`config.mk`:
```
export PLATFORM = sky130hd
export DESIGN_NAME = eth_mgmt_csr_bridge_flat
export DESIGN_NICKNAME = d
export VERILOG_FILES = /design/src/rtl/eth_mgmt_csr_bridge_pkg.sv /design/src/rtl/eth_mgmt_csr_bridge_if.sv /design/src/rtl/eth_mgmt_channel_mux.sv /design/src/rtl/eth_mgmt_csr_bridge.sv /design/src/flat_wrapper.sv
export SDC_FILE = /design/constraint.sdc
export NUM_CORES = 1
export LEC_CHECK = 0
export ABC_AREA = 1
export CAP_MARGIN = 0
export CORE_MARGIN = 5
export CORE_UTILIZATION = 56
export DETAILED_ROUTE_END_ITERATION = 16
export PLACE_DENSITY_LB_ADDON = 0.1
export SYNTH_ARGS = -nofsm -noshare
export SYNTH_HDL_FRONTEND = slang
export SYNTH_HIERARCHICAL = 1
export SYNTH_SLANG_ARGS = --single-unit
```
`constraint.sdc`:
```
create_clock -name clk -period 5 [get_ports clk]
set_clock_uncertainty 0.05 [all_clocks]
set_input_delay 1 -clock clk [delete_from_list [all_inputs] [get_ports clk]]
set_output_delay 1 -clock clk [all_outputs]
set_load 0.02 [all_outputs]
```
`src/rtl/eth_mgmt_csr_bridge_pkg.sv`:
```
// Shared definitions for the MMIO-to-MAC-management bridge: CSR map, STATUS
// bit layout, the latched command format and the FSM states.
package eth_mgmt_pkg;

    localparam logic [3:0] CSR_DFH     = 4'd0;
    localparam logic [3:0] CSR_ID_L    = 4'd1;
    localparam logic [3:0] CSR_ID_H    = 4'd2;
    localparam logic [3:0] CSR_INIT    = 4'd3;
    localparam logic [3:0] CSR_CMD     = 4'd4;
    localparam logic [3:0] CSR_WDATA   = 4'd5;
    localparam logic [3:0] CSR_RDATA   = 4'd6;
    localparam logic [3:0] CSR_STATUS  = 4'd7;
    localparam logic [3:0] CSR_SCRATCH = 4'd8;

    localparam int ST_BUSY    = 0;
    localparam int ST_DONE    = 1;
    localparam int ST_TIMEOUT = 2;
    localparam int ST_BADCH   = 3;
    localparam int ST_OVERRUN = 4;

    localparam logic [63:0] DFH_VALUE = 64'h1000000000000001;

    typedef struct packed {
        logic [15:0] addr;
        logic [3:0]  ch;
        logic        is_wr;
    } t_mgmt_cmd;

    typedef enum logic {
        IDLE,
        ISSUE
    } t_state;

    // CMD layout: [15:0] address, [19:16] channel, [20] write
    function automatic t_mgmt_cmd decodeCmd(input logic [20:0] w);
        t_mgmt_cmd c;
        c.addr  = w[15:0];
        c.ch    = w[19:16];
        c.is_wr = w[20];
        return c;
    endfunction

endpackage

```
`src/rtl/eth_mgmt_csr_bridge_if.sv`:
```
// MMIO request/response and per-channel Avalon-MM management signals.
// The bridge uses the slave view; the host/MAC environment uses the master view.
interface eth_mgmt_csr_bridge_if #(
    parameter int NUM_CH      = 4,
    parameter int MGMT_ADDR_W = 16,
    parameter int MGMT_DATA_W = 32
);
    logic                          mmio_wr_en;
    logic                          mmio_rd_en;
    logic [3:0]                    mmio_addr;
    logic [63:0]                   mmio_wdata;
    logic [8:0]                    mmio_tid;
    logic                          mmio_rd_valid;
    logic [8:0]                    mmio_rd_tid;
    logic [63:0]                   mmio_rd_data;
    logic [MGMT_ADDR_W-1:0]        mgmt_address;
    logic [MGMT_DATA_W-1:0]        mgmt_writedata;
    logic [NUM_CH-1:0]             mgmt_write;
    logic [NUM_CH-1:0]             mgmt_read;
    logic [NUM_CH*MGMT_DATA_W-1:0] mgmt_readdata;
    logic [NUM_CH-1:0]             mgmt_waitrequest;
    logic                          init_start;
    logic                          init_done;

    modport slave (
        input  mmio_wr_en, mmio_rd_en, mmio_addr, mmio_wdata, mmio_tid,
               mgmt_readdata, mgmt_waitrequest, init_done,
        output mmio_rd_valid, mmio_rd_tid, mmio_rd_data,
               mgmt_address, mgmt_writedata, mgmt_write, mgmt_read, init_start
    );

    modport master (
        output mmio_wr_en, mmio_rd_en, mmio_addr, mmio_wdata, mmio_tid,
               mgmt_readdata, mgmt_waitrequest, init_done,
        input  mmio_rd_valid, mmio_rd_tid, mmio_rd_data,
               mgmt_address, mgmt_writedata, mgmt_write, mgmt_read, init_start
    );
endinterface

```
`src/rtl/eth_mgmt_channel_mux.sv`:
```
// Steers the single registered request onto the selected channel and returns
// that channel's readdata/waitrequest. Purely combinational.
module eth_mgmt_channel_mux #(
    parameter int NUM_CH = 4,
    parameter int DATA_W = 32
) (
    input  logic                     reqWr_i,
    input  logic                     reqRd_i,
    input  logic [3:0]               ch_i,
    input  logic [NUM_CH*DATA_W-1:0] readdata_i,
    input  logic [NUM_CH-1:0]        waitrequest_i,
    output logic [NUM_CH-1:0]        write_o,
    output logic [NUM_CH-1:0]        read_o,
    output logic [DATA_W-1:0]        readdata_o,
    output logic                     waitrequest_o
);

    // An unmatched channel reads as stalled so it can never complete an op
    always_comb begin
        write_o       = '0;
        read_o        = '0;
        readdata_o    = '0;
        waitrequest_o = 1'b1;
        for (int c = 0; c < NUM_CH; c++) begin
            if (int'(ch_i) == c) begin
                write_o[c]    = reqWr_i;
                read_o[c]     = reqRd_i;
                readdata_o    = readdata_i[c*DATA_W +: DATA_W];
                waitrequest_o = waitrequest_i[c];
            end
        end
    end

endmodule

```
`src/rtl/eth_mgmt_csr_bridge.sv`:
```
// MMIO CSR block that launches single Avalon-MM management operations on one
// of NUM_CH MAC channels, with timeout, sticky error status and an op counter.
module eth_mgmt_csr_bridge
    import eth_mgmt_pkg::*;
#(
    parameter int          NUM_CH      = 4,
    parameter int          MGMT_ADDR_W = 16,
    parameter int          MGMT_DATA_W = 32,
    parameter int          TIMEOUT_CYC = 1024,
    parameter logic [63:0] AFU_ID_L    = 64'hB3C151A1B62ED6C2,
    parameter logic [63:0] AFU_ID_H    = 64'h26B40788034B4389
) (
    input logic                 clk,
    input logic                 reset,
    eth_mgmt_csr_bridge_if.slave bus
);

    localparam int TMR_W = $clog2(TIMEOUT_CYC);

    t_state                 state_q;
    t_mgmt_cmd              op_q;
    t_mgmt_cmd              newCmd;
    logic [MGMT_DATA_W-1:0] opWdata_q;
    logic [MGMT_DATA_W-1:0] rdata_q;
    logic [MGMT_DATA_W-1:0] selReaddata;
    logic                   reqWr_q;
    logic                   reqRd_q;
    logic                   selWait;
    logic [TMR_W-1:0]       timer_q;
    logic [31:0]            opCount_q;
    logic [63:0]            cmdCsr_q;
    logic [63:0]            wdataCsr_q;
    logic [63:0]            scratch_q;
    logic                   initCsr_q;
    logic                   initDone_q;
    logic [4:1]             sticky_q;
    logic [4:1]             sticky_d;
    logic                   rdPend_q;
    logic [3:0]             rdIdx_q;
    logic [8:0]             rdTidPend_q;
    logic                   rdValid_q;
    logic [8:0]             rdTid_q;
    logic [63:0]            rdData_q;
    logic [63:0]            rdData_d;

    logic cmdWr, statusWr, chOk, busy, launch, badCh, opDone, opTimeout;

    assign newCmd    = decodeCmd(bus.mmio_wdata[20:0]);
    assign cmdWr     = bus.mmio_wr_en && (bus.mmio_addr == CSR_CMD);
    assign statusWr  = bus.mmio_wr_en && (bus.mmio_addr == CSR_STATUS);
    assign chOk      = int'(newCmd.ch) < NUM_CH;
    assign busy      = (state_q == ISSUE);
    assign launch    = !busy && cmdWr && chOk;
    assign badCh     = !busy && cmdWr && !chOk;
    assign opDone    = busy && !selWait;
    assign opTimeout = busy && selWait && (timer_q == TMR_W'(TIMEOUT_CYC - 1));

    always_ff @(posedge clk) begin
        if (reset) begin
            state_q   <= IDLE;
            op_q      <= '0;
            opWdata_q <= '0;
            reqWr_q   <= 1'b0;
            reqRd_q   <= 1'b0;
            timer_q   <= '0;
            rdata_q   <= '0;
            opCount_q <= '0;
        end else begin
            case (state_q)
                IDLE: begin
                    if (launch) begin
                        op_q      <= newCmd;
                        opWdata_q <= wdataCsr_q[MGMT_DATA_W-1:0];
                        reqWr_q   <= newCmd.is_wr;
                        reqRd_q   <= !newCmd.is_wr;
                        timer_q   <= '0;
                        state_q   <= ISSUE;
                    end
                end
                ISSUE: begin
                    if (opDone) begin
                        reqWr_q   <= 1'b0;
                        reqRd_q   <= 1'b0;
                        if (reqRd_q) rdata_q <= selReaddata;
                        opCount_q <= opCount_q + 32'd1;
                        state_q   <= IDLE;
                    end else if (opTimeout) begin
                        reqWr_q <= 1'b0;
                        reqRd_q <= 1'b0;
                        state_q <= IDLE;
                    end else begin
                        timer_q <= timer_q + 1'b1;
                    end
                end
                default: state_q <= IDLE;
            endcase
        end
    end

    // W1C is applied first so a same-cycle hardware event always survives
    always_comb begin
        sticky_d = sticky_q;
        if (statusWr) sticky_d = sticky_d & ~bus.mmio_wdata[4:1];
        if (launch) sticky_d[ST_DONE] = 1'b0;
        if (opDone || opTimeout || badCh) sticky_d[ST_DONE] = 1'b1;
        if (opTimeout) sticky_d[ST_TIMEOUT] = 1'b1;
        if (badCh) sticky_d[ST_BADCH] = 1'b1;
        if (busy && cmdWr) sticky_d[ST_OVERRUN] = 1'b1;
    end

    always_ff @(posedge clk) begin
        if (reset) begin
            cmdCsr_q   <= '0;
            wdataCsr_q <= '0;
            scratch_q  <= '0;
            initCsr_q  <= 1'b0;
            initDone_q <= 1'b0;
            sticky_q   <= '0;
        end else begin
            initDone_q <= bus.init_done;
            sticky_q   <= sticky_d;
            if (cmdWr && !busy) cmdCsr_q <= bus.mmio_wdata;
            if (bus.mmio_wr_en && bus.mmio_addr == CSR_WDATA) wdataCsr_q <= bus.mmio_wdata;
            if (bus.mmio_wr_en && bus.mmio_addr == CSR_SCRATCH) scratch_q <= bus.mmio_wdata;
            if (bus.mmio_wr_en && bus.mmio_addr == CSR_INIT) initCsr_q <= bus.mmio_wdata[0];
        end
    end

    always_comb begin
        rdData_d = '0;
        case (rdIdx_q)
            CSR_DFH:     rdData_d = DFH_VALUE;
            CSR_ID_L:    rdData_d = AFU_ID_L;
            CSR_ID_H:    rdData_d = AFU_ID_H;
            CSR_INIT:    rdData_d = {62'b0, initDone_q, initCsr_q};
            CSR_CMD:     rdData_d = cmdCsr_q;
            CSR_WDATA:   rdData_d = wdataCsr_q;
            CSR_RDATA:   rdData_d = {{(64-MGMT_DATA_W){1'b0}}, rdata_q};
            CSR_STATUS:  rdData_d = {opCount_q, 27'b0, sticky_q, busy};
            CSR_SCRATCH: rdData_d = scratch_q;
            default:     rdData_d = '0;
        endcase
    end

    // First stage holds the index so the CSR contents are sampled one cycle later
    always_ff @(posedge clk) begin
        if (reset) begin
            rdPend_q    <= 1'b0;
            rdIdx_q     <= '0;
            rdTidPend_q <= '0;
            rdValid_q   <= 1'b0;
            rdTid_q     <= '0;
            rdData_q    <= '0;
        end else begin
            rdPend_q    <= bus.mmio_rd_en;
            rdIdx_q     <= bus.mmio_addr;
            rdTidPend_q <= bus.mmio_tid;
            rdValid_q   <= rdPend_q;
            rdTid_q     <= rdTidPend_q;
            rdData_q    <= rdData_d;
        end
    end

    eth_mgmt_channel_mux #(
        .NUM_CH (NUM_CH),
        .DATA_W (MGMT_DATA_W)
    ) u_mux (
        .reqWr_i       (reqWr_q),
        .reqRd_i       (reqRd_q),
        .ch_i          (op_q.ch),
        .readdata_i    (bus.mgmt_readdata),
        .waitrequest_i (bus.mgmt_waitrequest),
        .write_o       (bus.mgmt_write),
        .read_o        (bus.mgmt_read),
        .readdata_o    (selReaddata),
        .waitrequest_o (selWait)
    );

    assign bus.mmio_rd_valid  = rdValid_q;
    assign bus.mmio_rd_tid    = rdTid_q;
    assign bus.mmio_rd_data   = rdData_q;
    assign bus.mgmt_address   = MGMT_ADDR_W'(op_q.addr);
    assign bus.mgmt_writedata = opWdata_q;
    assign bus.init_start     = initCsr_q;

endmodule

```
`src/flat_wrapper.sv`:
```
// flat-port wrapper written by rule: the top's interface ports become plain ports
module eth_mgmt_csr_bridge_flat import eth_mgmt_pkg::*;
#(
    parameter int          NUM_CH      = 4,
    parameter int          MGMT_ADDR_W = 16,
    parameter int          MGMT_DATA_W = 32,
    parameter int          TIMEOUT_CYC = 1024,
    parameter logic [63:0] AFU_ID_L    = 64'hB3C151A1B62ED6C2,
    parameter logic [63:0] AFU_ID_H    = 64'h26B40788034B4389
)
  (clk, reset, bus_mmio_wr_en, bus_mmio_rd_en, bus_mmio_addr, bus_mmio_wdata, bus_mmio_tid, bus_mgmt_readdata, bus_mgmt_waitrequest, bus_init_done, bus_mmio_rd_valid, bus_mmio_rd_tid, bus_mmio_rd_data, bus_mgmt_address, bus_mgmt_writedata, bus_mgmt_write, bus_mgmt_read, bus_init_start);
  eth_mgmt_csr_bridge_if #(.NUM_CH(NUM_CH), .MGMT_ADDR_W(MGMT_ADDR_W), .MGMT_DATA_W(MGMT_DATA_W)) bus_i ();
  input logic clk;
  input logic reset;
  input wire logic [$bits(bus_i.mmio_wr_en)-1:0] bus_mmio_wr_en;
  input wire logic [$bits(bus_i.mmio_rd_en)-1:0] bus_mmio_rd_en;
  input wire logic [$bits(bus_i.mmio_addr)-1:0] bus_mmio_addr;
  input wire logic [$bits(bus_i.mmio_wdata)-1:0] bus_mmio_wdata;
  input wire logic [$bits(bus_i.mmio_tid)-1:0] bus_mmio_tid;
  input wire logic [$bits(bus_i.mgmt_readdata)-1:0] bus_mgmt_readdata;
  input wire logic [$bits(bus_i.mgmt_waitrequest)-1:0] bus_mgmt_waitrequest;
  input wire logic [$bits(bus_i.init_done)-1:0] bus_init_done;
  output wire logic [$bits(bus_i.mmio_rd_valid)-1:0] bus_mmio_rd_valid;
  output wire logic [$bits(bus_i.mmio_rd_tid)-1:0] bus_mmio_rd_tid;
  output wire logic [$bits(bus_i.mmio_rd_data)-1:0] bus_mmio_rd_data;
  output wire logic [$bits(bus_i.mgmt_address)-1:0] bus_mgmt_address;
  output wire logic [$bits(bus_i.mgmt_writedata)-1:0] bus_mgmt_writedata;
  output wire logic [$bits(bus_i.mgmt_write)-1:0] bus_mgmt_write;
  output wire logic [$bits(bus_i.mgmt_read)-1:0] bus_mgmt_read;
  output wire logic [$bits(bus_i.init_start)-1:0] bus_init_start;
  assign bus_i.mmio_wr_en = bus_mmio_wr_en;
  assign bus_i.mmio_rd_en = bus_mmio_rd_en;
  assign bus_i.mmio_addr = bus_mmio_addr;
  assign bus_i.mmio_wdata = bus_mmio_wdata;
  assign bus_i.mmio_tid = bus_mmio_tid;
  assign bus_i.mgmt_readdata = bus_mgmt_readdata;
  assign bus_i.mgmt_waitrequest = bus_mgmt_waitrequest;
  assign bus_i.init_done = bus_init_done;
  assign bus_mmio_rd_valid = bus_i.mmio_rd_valid;
  assign bus_mmio_rd_tid = bus_i.mmio_rd_tid;
  assign bus_mmio_rd_data = bus_i.mmio_rd_data;
  assign bus_mgmt_address = bus_i.mgmt_address;
  assign bus_mgmt_writedata = bus_i.mgmt_writedata;
  assign bus_mgmt_write = bus_i.mgmt_write;
  assign bus_mgmt_read = bus_i.mgmt_read;
  assign bus_init_start = bus_i.init_start;
  eth_mgmt_csr_bridge #(.NUM_CH(NUM_CH), .MGMT_ADDR_W(MGMT_ADDR_W), .MGMT_DATA_W(MGMT_DATA_W), .TIMEOUT_CYC(TIMEOUT_CYC), .AFU_ID_L(AFU_ID_L), .AFU_ID_H(AFU_ID_H)) u_core (.clk(clk), .reset(reset), .bus(bus_i));
endmodule
```
==> results of run 1 <==
-- per-layer routing --
layer | wire, um | global-route usage [%]
met1 | 20800 | 35.8
met2 | 26700 | 53.4
met3 | 4220 | 6.57
met4 | 2760 | 14.6
met5 | 0 | 0
-- final cells by class --
type | count | area share [%]
multi-input cells | 1367 | 31.3
clock buffers | 63 | 5.77
flip-flops and latches | 415 | 38.0
inverters | 312 | 5.38
well taps | 396 | 2.26
repair buffers | 362 | 16.4
clock inverters | 15 | 0.881
-- Yosys cell counts --
library cell,number,area share [%]
a21oi_1,404,12
a31oi_1,3,0.11
a41oi_1,1,0.051
and2_1,1,0.036
buf_1,6,0.13
buf_2,51,1.5
buf_4,29,1.3
buf_6,17,1.1
clkbuf_1,72,1.6
clkinv_1,3,0.065
dfxtp_1,415,48
ha_1,2,0.15
inv_1,304,6.6
inv_2,5,0.11
nand2_1,205,4.5
nand2_2,6,0.22
nand2_4,1,0.065
nand2_8,1,0.12
nand3_1,162,4.7
nand3_2,3,0.17
nand3b_1,3,0.13
nand3b_4,1,0.12
nand4_1,43,1.6
nand4_2,1,0.073
nor2_1,119,2.6
nor2_2,8,0.29
nor2_4,11,0.72
nor2_8,1,0.12
nor3_1,26,0.75
nor3_4,1,0.094
o211ai_1,1,0.044
o21a_1,2,0.087
o21ai_0,273,7.9
o21ai_1,1,0.029
o21ai_2,1,0.051
o21bai_1,1,0.044
o22ai_1,83,3.0
or2_0,1,0.036
xor2_1,1,0.051
-- flip-flops by register name, indices dropped and copies added, names as in the netlist, 9 cells and up --
name                       cells
u_core/scratch_q              64
u_core/bus.mmio_rd_tid         9
u_core/wdataCsr_q             64
u_core/bus.mgmt_address       16
u_core/opCount_q              32
u_core/rdTidPend_q             9
u_core/bus.mgmt_writedata     32
u_core/cmdCsr_q               64
u_core/bus.mmio_rd_data       64
u_core/timer_q                10
u_core/rdata_q                32
-- per-stage QoR --
| step | setup WS (ps) | std cells |
|---|---|---|
| 2_1_floorplan | 2700 | 2269 |
| 3_3_place_gp | 1390 | 2852 |
| 3_5_place_dp | 1220 | 2852 |
| 4_1_cts | 1260 | 2930 |
| 5_1_grt | 1030 | 2930 |
| 6_report | 1240 | 2930 |
-- cell families after synthesis --
kind of cell,count (synthesis),share of synthesized area [%]
buffers and inverters,487,12.3
AND/OR/NAND/NOR,594,16.2
XOR/XNOR,1,0.0508
adder cells (fa/ha/maj),2,0.145
flip-flops,415,48.2
AO/OA/AOI/OAI,770,23.1
-- cell usage in the layout, fill, tap and decap left out, types with 7 or more instances in the layout --
| cell | instances |
|---|---|
| clkdlybuf4s50_1 | 343 |
| dfxtp_1 | 415 |
| o22ai_1 | 83 |
| nor3_1 | 26 |
| nor2_1 | 118 |
| a21oi_1 | 404 |
| nor2_2 | 8 |
| clkinv_2 | 8 |
| nand3_1 | 160 |
| nor2_4 | 12 |
| clkbuf_8 | 9 |
| clkbuf_16 | 44 |
| o21ai_0 | 273 |
| nand2_1 | 204 |
| nand2_2 | 7 |
| nand4_1 | 43 |
| clkbuf_1 | 10 |
| inv_1 | 304 |
| buf_4 | 18 |
-- critical path, stage by stage (launching register included) --
cell and delay, ps:
dfxtp_1 510, inv_1 130, nor2_4 630, nand2_1 160, nor2_1 130, clkdlybuf4s50_1 630
-- power groups by stage --
| stage | sequential [uW] | clock, uW | combinational [uW] |
|---|---|---|---|
| floorplan | 3480 | 0 | 212 |
| global placement | 3460 | 0 | 530 |
| detailed placement | 3460 | 0 | 537 |
| CTS | 3390 | 3300 | 542 |
| global route | 3390 | 3450 | 586 |
| finish | 3390 | 3250 | 544 |
-- worst paths after layout --
kind,slack (ps),startpoint,to,cells past startpoint
max,1240,u_core/op_q[1]$_SDFFE_PP0P_,bus_mgmt_read[1],5
min reg2reg,350,u_core/rdTidPend_q[3]$_SDFF_PP0_,u_core/bus.mmio_rd_tid[3]$_SDFF_PP0_,2
max reg2reg,1720,u_core/op_q[1]$_SDFFE_PP0P_,u_core/rdata_q[31]$_SDFFE_PP0P_,11
min,350,u_core/rdTidPend_q[3]$_SDFF_PP0_,u_core/bus.mmio_rd_tid[3]$_SDFF_PP0_,2
==> flow_metrics.env, run 1 <==
export IMPL_grt_antenna_before_repair=0
export IMPL_syn_avg_cell_area_um2=7.60
export IMPL_postRouteAntennaNets=0
export IMPL_share_of_the_yosys_chip_area_belonging_to_registers_pct=48.2
export IMPL_rsz0062_at_grt="false"
export IMPL_placement_cell_area_um2=20400
export IMPL_cts_hold_buffers_added=0
export IMPL_timing_critical_path_arrival_ps=2710
export IMPL_fin_tns_setup_ps=0
export IMPL_critPathKind="reg2out"
export IMPL_finalWorstPathRequiredPeriod_ps=3760
export IMPL_route_detailed_drc=0
export IMPL_routedWlPerCell_um=18.6
export IMPL_final_design_area_no_fill_um2=21900
export IMPL_synthesis_area_um2=17300
export IMPL_yosysUniqueCellTypes=39
export IMPL_maxCapViolations=0
export IMPL_initial_drc_count=1180
export IMPL_critPathLaunchType="flop"
export IMPL_die_height_um=186
export IMPL_die_area_um2=34400
export IMPL_finalWirelength_mm=54.5
export IMPL_grt_start_max_net_pins=143
export IMPL_cts_post_setup_buffers_inserted=0
export IMPL_leakagePower_uw=0.00769
export IMPL_design_core_area_um2=30500
export IMPL_cts_num_sinks=415
export IMPL_finalWeightedCongestion=0.879
export IMPL_pin_count=345
export IMPL_final_core_util_pct=71.7
export IMPL_synth_seq_cells=415
export IMPL_cts_tree="built"
export IMPL_setup_worst_path_end_class="output port"
export IMPL_postSynthCellCount=2269
export IMPL_seq_area_um2=8310
export IMPL_hold_class="reg2reg"
export IMPL_worst_pin_slew_ps=1170
export IMPL_dr_pass1_iters=5
export IMPL_post_route_cells_drive_above_1_share_pct=5.21
export IMPL_power_share_combinational_pct=7.6
export IMPL_final_max_slew_viol_count=0
export IMPL_standard_cell_row_count=64
export IMPL_worst_ir_drop_vdd_v=0.000242
export IMPL_timing_hold_ws_ps=354
export IMPL_area_of_combinational_cells_with_multiple_inputs_um2=6860
export IMPL_synth_fp_nets=2485
export IMPL_finalNetCount=2717
export IMPL_cts_buffers_inserted=43
export IMPL_power_share_of_the_clock_group_pct=45.2
export IMPL_outcome="finished, final reports clean"
export IMPL_via_count=16600
export IMPL_hold_viol_final=0
export IMPL_timing_max_slew_rel_slack_pct=21.9
export IMPL_first_pass_grt_wire_length_mm=84.6
export IMPL_total_power_uw=7190
export IMPL_htree_num_levels=2
export IMPL_grt_remaining_overflow=0
export IMPL_layout_filler_cells=2521
export IMPL_cellInternalPower_uw=5580
export IMPL_n_antenna_cell=0
export IMPL_total_switching_power_uw=1600
export IMPL_initial_core_util_pct=56.5
export IMPL_insertion_delay_ps=540
export IMPL_first_global_vias=16100
export IMPL_clkTransAtPathRegs_ps=60
export IMPL_fin_crit_sh_pct=75.2
export IMPL_seq_power_share_pct=47.2
export IMPL_die_w_um=186
export IMPL_dpl_hpwl_mm=36.2
export IMPL_report_final_setup_viol=0
export IMPL_cts_path_max_buffers=3
export IMPL_clock_root_buffer="clkbuf_16"
export IMPL_switching_share_pct=22.3
export IMPL_yosysWarningCount=6
export IMPL_io_buffers=344
export IMPL_post_cts_resize_count=0
export IMPL_globalRouteTotalUtil_pct=30.6
export IMPL_crit_fanout=34
export IMPL_worst_ep_required_time_ps=3950
export IMPL_syn2layout_area_growth_pct=26.8
export IMPL_via_per_inst=5.68
export IMPL_max_clock_freq_mhz=266
export IMPL_powerDensity_nw_per_um2=328
Note: power is estimated with default switching activity, not from simulation.
==> inputs of run 2 (changes only) <==
--- a/config.mk
+++ b/config.mk
@@ -8,7 +8,7 @@
 export ABC_AREA = 1
 export CAP_MARGIN = 0
 export CORE_MARGIN = 5
-export CORE_UTILIZATION = 56
+export CORE_UTILIZATION = 47
 export DETAILED_ROUTE_END_ITERATION = 16
 export PLACE_DENSITY_LB_ADDON = 0.1
 export SYNTH_ARGS = -nofsm -noshare
==> constraint.sdc (replaced) <==
create_clock -name clk -period 3.1 [get_ports clk]
set_clock_uncertainty 0.05 [all_clocks]
set_input_delay 0.62 -clock clk [delete_from_list [all_inputs] [get_ports clk]]
set_output_delay 0.62 -clock clk [all_outputs]
set_load 0.02 [all_outputs]
==> flow_metrics.env, run 2 (same netlist as run 1, synthesis figures left out) <==
export IMPL_cts_hold_buffers_added=0
export IMPL_timing_critical_path_arrival_ps=2120
export IMPL_timing_hold_ws_ps=350
export IMPL_worst_ir_drop_vdd_v=0.000370
export IMPL_grt_start_max_net_pins=145
export IMPL_die_height_um=202
export IMPL_globalRouteTotalUtil_pct=26.7
export IMPL_final_max_slew_viol_count=0
export IMPL_setup_worst_path_end_class="output port"
export IMPL_syn2layout_area_growth_pct=28.8
export IMPL_dpl_worst_slack_ps=353
export IMPL_timing_max_slew_rel_slack_pct=45.6
export IMPL_cts_path_max_buffers=3
export IMPL_layout_filler_cells=3344
export IMPL_pin_count=345
export IMPL_post_cts_resize_count=0
export IMPL_finalWirelength_mm=56.5
export IMPL_fin_tns_setup_ps=0
export IMPL_cts_post_setup_buffers_inserted=0
export IMPL_first_pass_grt_wire_length_mm=88.3
export IMPL_crit_fanout=6
export IMPL_io_buffers=344
export IMPL_critPathKind="reg2out"
export IMPL_grt_antenna_before_repair=0
export IMPL_hold_class="reg2reg"
export IMPL_n_antenna_cell=0
export IMPL_reg2reg_slack_ps=740
export IMPL_hold_viol_final=0
export IMPL_finalNetCount=2735
export IMPL_worst_path_max_delay_cell="clkdlybuf4s50_1"
export IMPL_die_area_um2=40600
export IMPL_initial_core_util_pct=47.3
export IMPL_htree_num_levels=2
export IMPL_die_w_um=202
export IMPL_commonest_cells_after_routing_fill_and_taps_aside="dfxtp_1, a21oi_1, clkdlybuf4s50_1, inv_1, o21ai_0"
export IMPL_timing_final_ws_setup_ps=311
export IMPL_fin_crit_sh_pct=90.0
export IMPL_critPathLaunchType="flop"
export IMPL_outcome="finished, final reports clean"
export IMPL_clock_root_buffer="clkbuf_16"
export IMPL_worst_ep_required_time_ps=2430
export IMPL_finalWorstPathRequiredPeriod_ps=2790
export IMPL_dpl_hpwl_mm=38.4
export IMPL_powerDensity_nw_per_um2=526
export IMPL_final_design_area_no_fill_um2=22200
export IMPL_post_route_cells_drive_above_1_share_pct=6.08
export IMPL_clkTransAtPathRegs_ps=60
export IMPL_max_clock_freq_mhz=359
export IMPL_worst_pin_slew_ps=811
export IMPL_finalWeightedCongestion=0.867
export IMPL_design_core_area_um2=36400
export IMPL_placement_cell_area_um2=20700
export IMPL_report_final_setup_viol=0
export IMPL_crit_path_cell_trace="inv_2 -> nor2_4 -> nand2_1 -> nor2_1 -> clkdlybuf4s50_1"
export IMPL_worstPathBufferInverterCount=2
export IMPL_grt_remaining_overflow=0
export IMPL_cts_num_sinks=415
export IMPL_insertion_delay_ps=560
export IMPL_leakagePower_uw=0.00783
export IMPL_via_per_inst=5.40
export IMPL_cts_tree="built"
export IMPL_total_power_uw=11700
export IMPL_timing_critical_path_slowest_cell_delay_ps=620
export IMPL_first_global_vias=15900
export IMPL_routedWlPerCell_um=18.7
export IMPL_initial_drc_count=993
export IMPL_cts_buffers_inserted=44
export IMPL_dr_pass1_iters=5
export IMPL_maxCapViolations=0
export IMPL_layout_commonest_cell="dfxtp_1"
export IMPL_route_detailed_drc=0
export IMPL_standard_cell_row_count=70
export IMPL_critical_path_top_delay_family="buffers and inverters"
export IMPL_via_count=16300
export IMPL_rsz0062_at_grt="false"
export IMPL_postRouteAntennaNets=0
## run 2: cell count changes in the layout (fill, tap and decap cells not counted), moves of 2 or more
| cell | before | now |
|---|---|---|
| clkinv_2 | 8 | 11 |
| clkbuf_1 | 10 | 4 |
| clkbuf_8 | 9 | 11 |
| buf_12 | 1 | 9 |
| buf_4 | 18 | 27 |
## run 2: path summary, 6_finish.rpt
| path | from | to | depth (start not counted) |
|---|---|---|---|
| setup / recovery | u_core/op_q[2]$_SDFFE_PP0P_ | bus_mgmt_write[2] | 5 |
| hold reg to reg | u_core/rdTidPend_q[1]$_SDFF_PP0_ | u_core/bus.mmio_rd_tid[1]$_SDFF_PP0_ | 2 |
| setup reg to reg | u_core/op_q[4]$_SDFFE_PP0P_ | u_core/rdata_q[5]$_SDFFE_PP0P_ | 11 |
| hold / removal | u_core/rdTidPend_q[1]$_SDFF_PP0_ | u_core/bus.mmio_rd_tid[1]$_SDFF_PP0_ | 2 |
## run 2: worst reg2reg max path, delay by kind of cell, from the launching register on
| family | cells | cell delay (ps) |
|---|---|---|
| buffers and inverters | 3 | 610 |
| flip-flops | 1 | 330 |
| AND/OR/NAND/NOR | 6 | 1000 |
| AO/OA/AOI/OAI | 2 | 260 |
## run 2: per-layer routing
layer  vias up  wire [um]  track usage (%)
met5         -          0                0
met4         0       2290             10.4
met3       110       3830             6.51
met2       511      27800             46.6
met1      7633      22600             31.7
li1       8044          -                -
## run 2: report_power, final
group | switching, uW | internal (uW) | total (uW)
combinational | 478 | 424 | 902
clock | 2190 | 3130 | 5320
sequential | 36.4 | 5430 | 5470
## run 2: layout make-up
type / count / area, um2 / share of cell area, %
sequential: 415 / 8310 / 37.4
multi-input combinational: 1367 / 6860 / 30.9
timing repair buffer: 379 / 3820 / 17.2
clock buffer: 59 / 1270 / 5.70
inverter: 312 / 1180 / 5.29
tap: 468 / 586 / 2.64
clock inverter: 19 / 206 / 0.929
## run 2: metrics by stage
| stage | std cells | utilization [%] |
|---|---|---|
| after floorplan | 2269 | - |
| after global placement | 2941 | 56.9 |
| after detailed placement | 2941 | 56.9 |
| after CTS | 3019 | 61.0 |
| after global routing | 3019 | 61.0 |
| final | 3019 | 61.0 |
==> inputs of run 3 (changes only) <==
--- a/config.mk
+++ b/config.mk
@@ -13,5 +13,4 @@
 export PLACE_DENSITY_LB_ADDON = 0.1
 export SYNTH_ARGS = -nofsm -noshare
 export SYNTH_HDL_FRONTEND = slang
-export SYNTH_HIERARCHICAL = 1
 export SYNTH_SLANG_ARGS = --single-unit
==> flow_metrics.env, run 3 <==
export IMPL_outcome="finished, final reports clean"
export IMPL_crit_fanout=5
export IMPL_post_cts_resize_count=0
export IMPL_fin_tns_setup_ps=0
export IMPL_finalWirelength_mm=56.9
export IMPL_timing_final_ws_setup_ps=238
export IMPL_async_sr_flop_fraction_pct=0
export IMPL_dr_pass1_iters=5
export IMPL_routedWlPerCell_um=18.2
export IMPL_worst_ir_drop_vdd_v=0.000389
export IMPL_synth_seq_cells=415
export IMPL_finalWorstPathRequiredPeriod_ps=2860
export IMPL_cts_buffers_inserted=43
export IMPL_initial_drc_count=1426
export IMPL_syn_avg_cell_area_um2=7.31
export IMPL_die_area_um2=40800
export IMPL_leading_cell_types_by_count_after_synthesis="dfxtp_1, nand2_1, nor2_1"
export IMPL_critical_path_top_delay_family="buffers and inverters"
export IMPL_post_synth_top_count_cell="dfxtp_1"
export IMPL_crit_path_cell_trace="inv_2 -> nor2_4 -> nand2_1 -> nor2_1 -> clkdlybuf4s50_1"
export IMPL_clkTransAtPathRegs_ps=60
export IMPL_grt_remaining_overflow=0
export IMPL_synthesis_area_um2=17300
export IMPL_cts_tree="built"
export IMPL_insertion_delay_ps=550
export IMPL_layout_filler_cells=3324
export IMPL_hold_class="reg2reg"
export IMPL_cts_path_max_buffers=3
export IMPL_routed_wl_met3_mm=4.33
export IMPL_ys_dominant_reg_cell="dfxtp_1"
export IMPL_via_per_inst=5.38
export IMPL_grt_start_max_net_pins=154
export IMPL_critPathKind="reg2out"
export IMPL_yosys_area_top_type="dfxtp_1"
export IMPL_netlist_top_cells_area="dfxtp_1, a21oi_1, o21ai_0"
export IMPL_finalWeightedCongestion=0.907
export IMPL_critPathLaunchType="flop"
export IMPL_timing_critical_path_arrival_ps=2190
export IMPL_design_core_area_um2=36500
export IMPL_grt_antenna_before_repair=1
export IMPL_finalNetCount=2837
export IMPL_post_route_cells_drive_above_1_share_pct=5.70
export IMPL_fin_crit_sh_pct=92.3
export IMPL_count_of_flip_flops_with_a_built_in_enable_after_synthesis=0
export IMPL_cts_hold_buffers_added=0
export IMPL_maxCapViolations=0
export IMPL_powerDensity_nw_per_um2=505
export IMPL_worst_path_max_delay_cell="clkdlybuf4s50_1"
export IMPL_yosysWarningCount=0
export IMPL_setup_worst_path_end_class="output port"
export IMPL_first_pass_grt_wire_length_mm=88.4
export IMPL_synth_fp_nets=2584
export IMPL_worst_pin_slew_ps=1070
export IMPL_pin_count=345
export IMPL_die_height_um=202
export IMPL_die_w_um=202
export IMPL_dpl_worst_slack_ps=171
export IMPL_commonest_cells_after_routing_fill_and_taps_aside="dfxtp_1, nand2_1, clkdlybuf4s50_1, nor2_1, a21oi_1"
export IMPL_htree_num_levels=2
export IMPL_route_detailed_drc=0
export IMPL_rsz0062_at_grt="false"
export IMPL_final_core_util_pct=60.9
export IMPL_postRouteAntennaNets=0
export IMPL_io_buffers=344
export IMPL_max_clock_freq_mhz=349
export IMPL_standard_cell_row_count=70
export IMPL_post_synth_top_area_fraction_pct=48.0
export IMPL_met1Wirelength_mm=25.0
export IMPL_worst_ep_required_time_ps=2430
export IMPL_yosysUniqueCellTypes=36
export IMPL_cts_post_setup_buffers_inserted=0
export IMPL_top_layer="met4"
export IMPL_globalRouteTotalUtil_pct=26.5
export IMPL_timing_critical_path_slowest_cell_delay_ps=630
export IMPL_layout_commonest_cell="dfxtp_1"
export IMPL_leakagePower_uw=0.00821
export IMPL_dpl_hpwl_mm=38.6
export IMPL_met2_wirelength_mm=25.8
export IMPL_share_of_the_yosys_chip_area_belonging_to_registers_pct=48.0
export IMPL_postSynthCellCount=2368
export IMPL_syn2layout_area_growth_pct=28.5
export IMPL_first_global_vias=15900
export IMPL_timing_max_slew_rel_slack_pct=28.7
export IMPL_initial_core_util_pct=47.4
export IMPL_clock_root_buffer="clkbuf_16"
export IMPL_hold_viol_final=0
export IMPL_via_count=16800
export IMPL_cts_num_sinks=415
export IMPL_total_power_uw=11200
export IMPL_final_max_slew_viol_count=0
export IMPL_worstPathBufferInverterCount=2
export IMPL_report_final_setup_viol=0
-- run 3: worst register-to-register path: cells and delay by family (launching register included) --
kind,cells,cell delay [ps]
buffers and inverters,2,570
flip-flops,1,540
AND/OR/NAND/NOR,7,1290
-- run 3: stage by stage --
stage / instances / cell area, um2 / hold WS (ps)
6_report: 3119 / 22300 / 349
4_1_cts: 3118 / 22300 / 351
2_1_floorplan: 2368 / 17300 / 338
5_1_grt: 3119 / 22300 / 374
3_5_place_dp: 3044 / 20900 / 345
3_3_place_gp: 3044 / 20900 / 339
-- run 3: worst paths after layout --
kind,cells past startpoint,start,endpoint,slack (ps)
max,5,u_core.op_q[1]$_SDFFE_PP0P_,bus_mgmt_write[1],240
min reg2reg,2,u_core.rdTidPend_q[2]$_SDFF_PP0_,u_core.bus.mmio_rd_tid[2]$_SDFF_PP0_,350
max reg2reg,9,u_core.op_q[1]$_SDFFE_PP0P_,u_core.rdata_q[29]$_SDFFE_PP0P_,550
min,2,u_core.rdTidPend_q[2]$_SDFF_PP0_,u_core.bus.mmio_rd_tid[2]$_SDFF_PP0_,350
-- run 3: routing by layer --
metal | vias up | global-route usage [%]
met3 | 102 | 4.94
met2 | 594 | 41.9
li1 | 8277 | -
met4 | 0 | 9.18
met1 | 7817 | 36.7
met5 | - | 0
-- run 3: kinds of logic after synthesis --
group | synth area share [%]
compound gates | 20.7
buf+inv | 9.44
flops | 48.0
simple gates | 21.1
xor+xnor | 0.658
fa+ha+maj | 0.145
-- run 3: layout make-up --
class	count	area [um2]	share of cell area [%]
Sequential cell	415	8310	37.3
Multi-Input combinational cell	1564	7390	33.2
Timing Repair Buffer	381	3810	17.1
Clock buffer	58	1240	5.59
Inverter	216	817	3.67
Tap cell	468	586	2.63
Clock inverter	16	101	0.455
Antenna cell	1	2.50	0.0112
-- run 3: where the power goes --
group	total, uW	switching (uW)	internal, uW	leakage [uW]
clock network	4900	2090	2810	0.000675
registers	5470	37.8	5430	0.00336
logic	859	448	412	0.00418
total	11200	2580	8650	0.00821
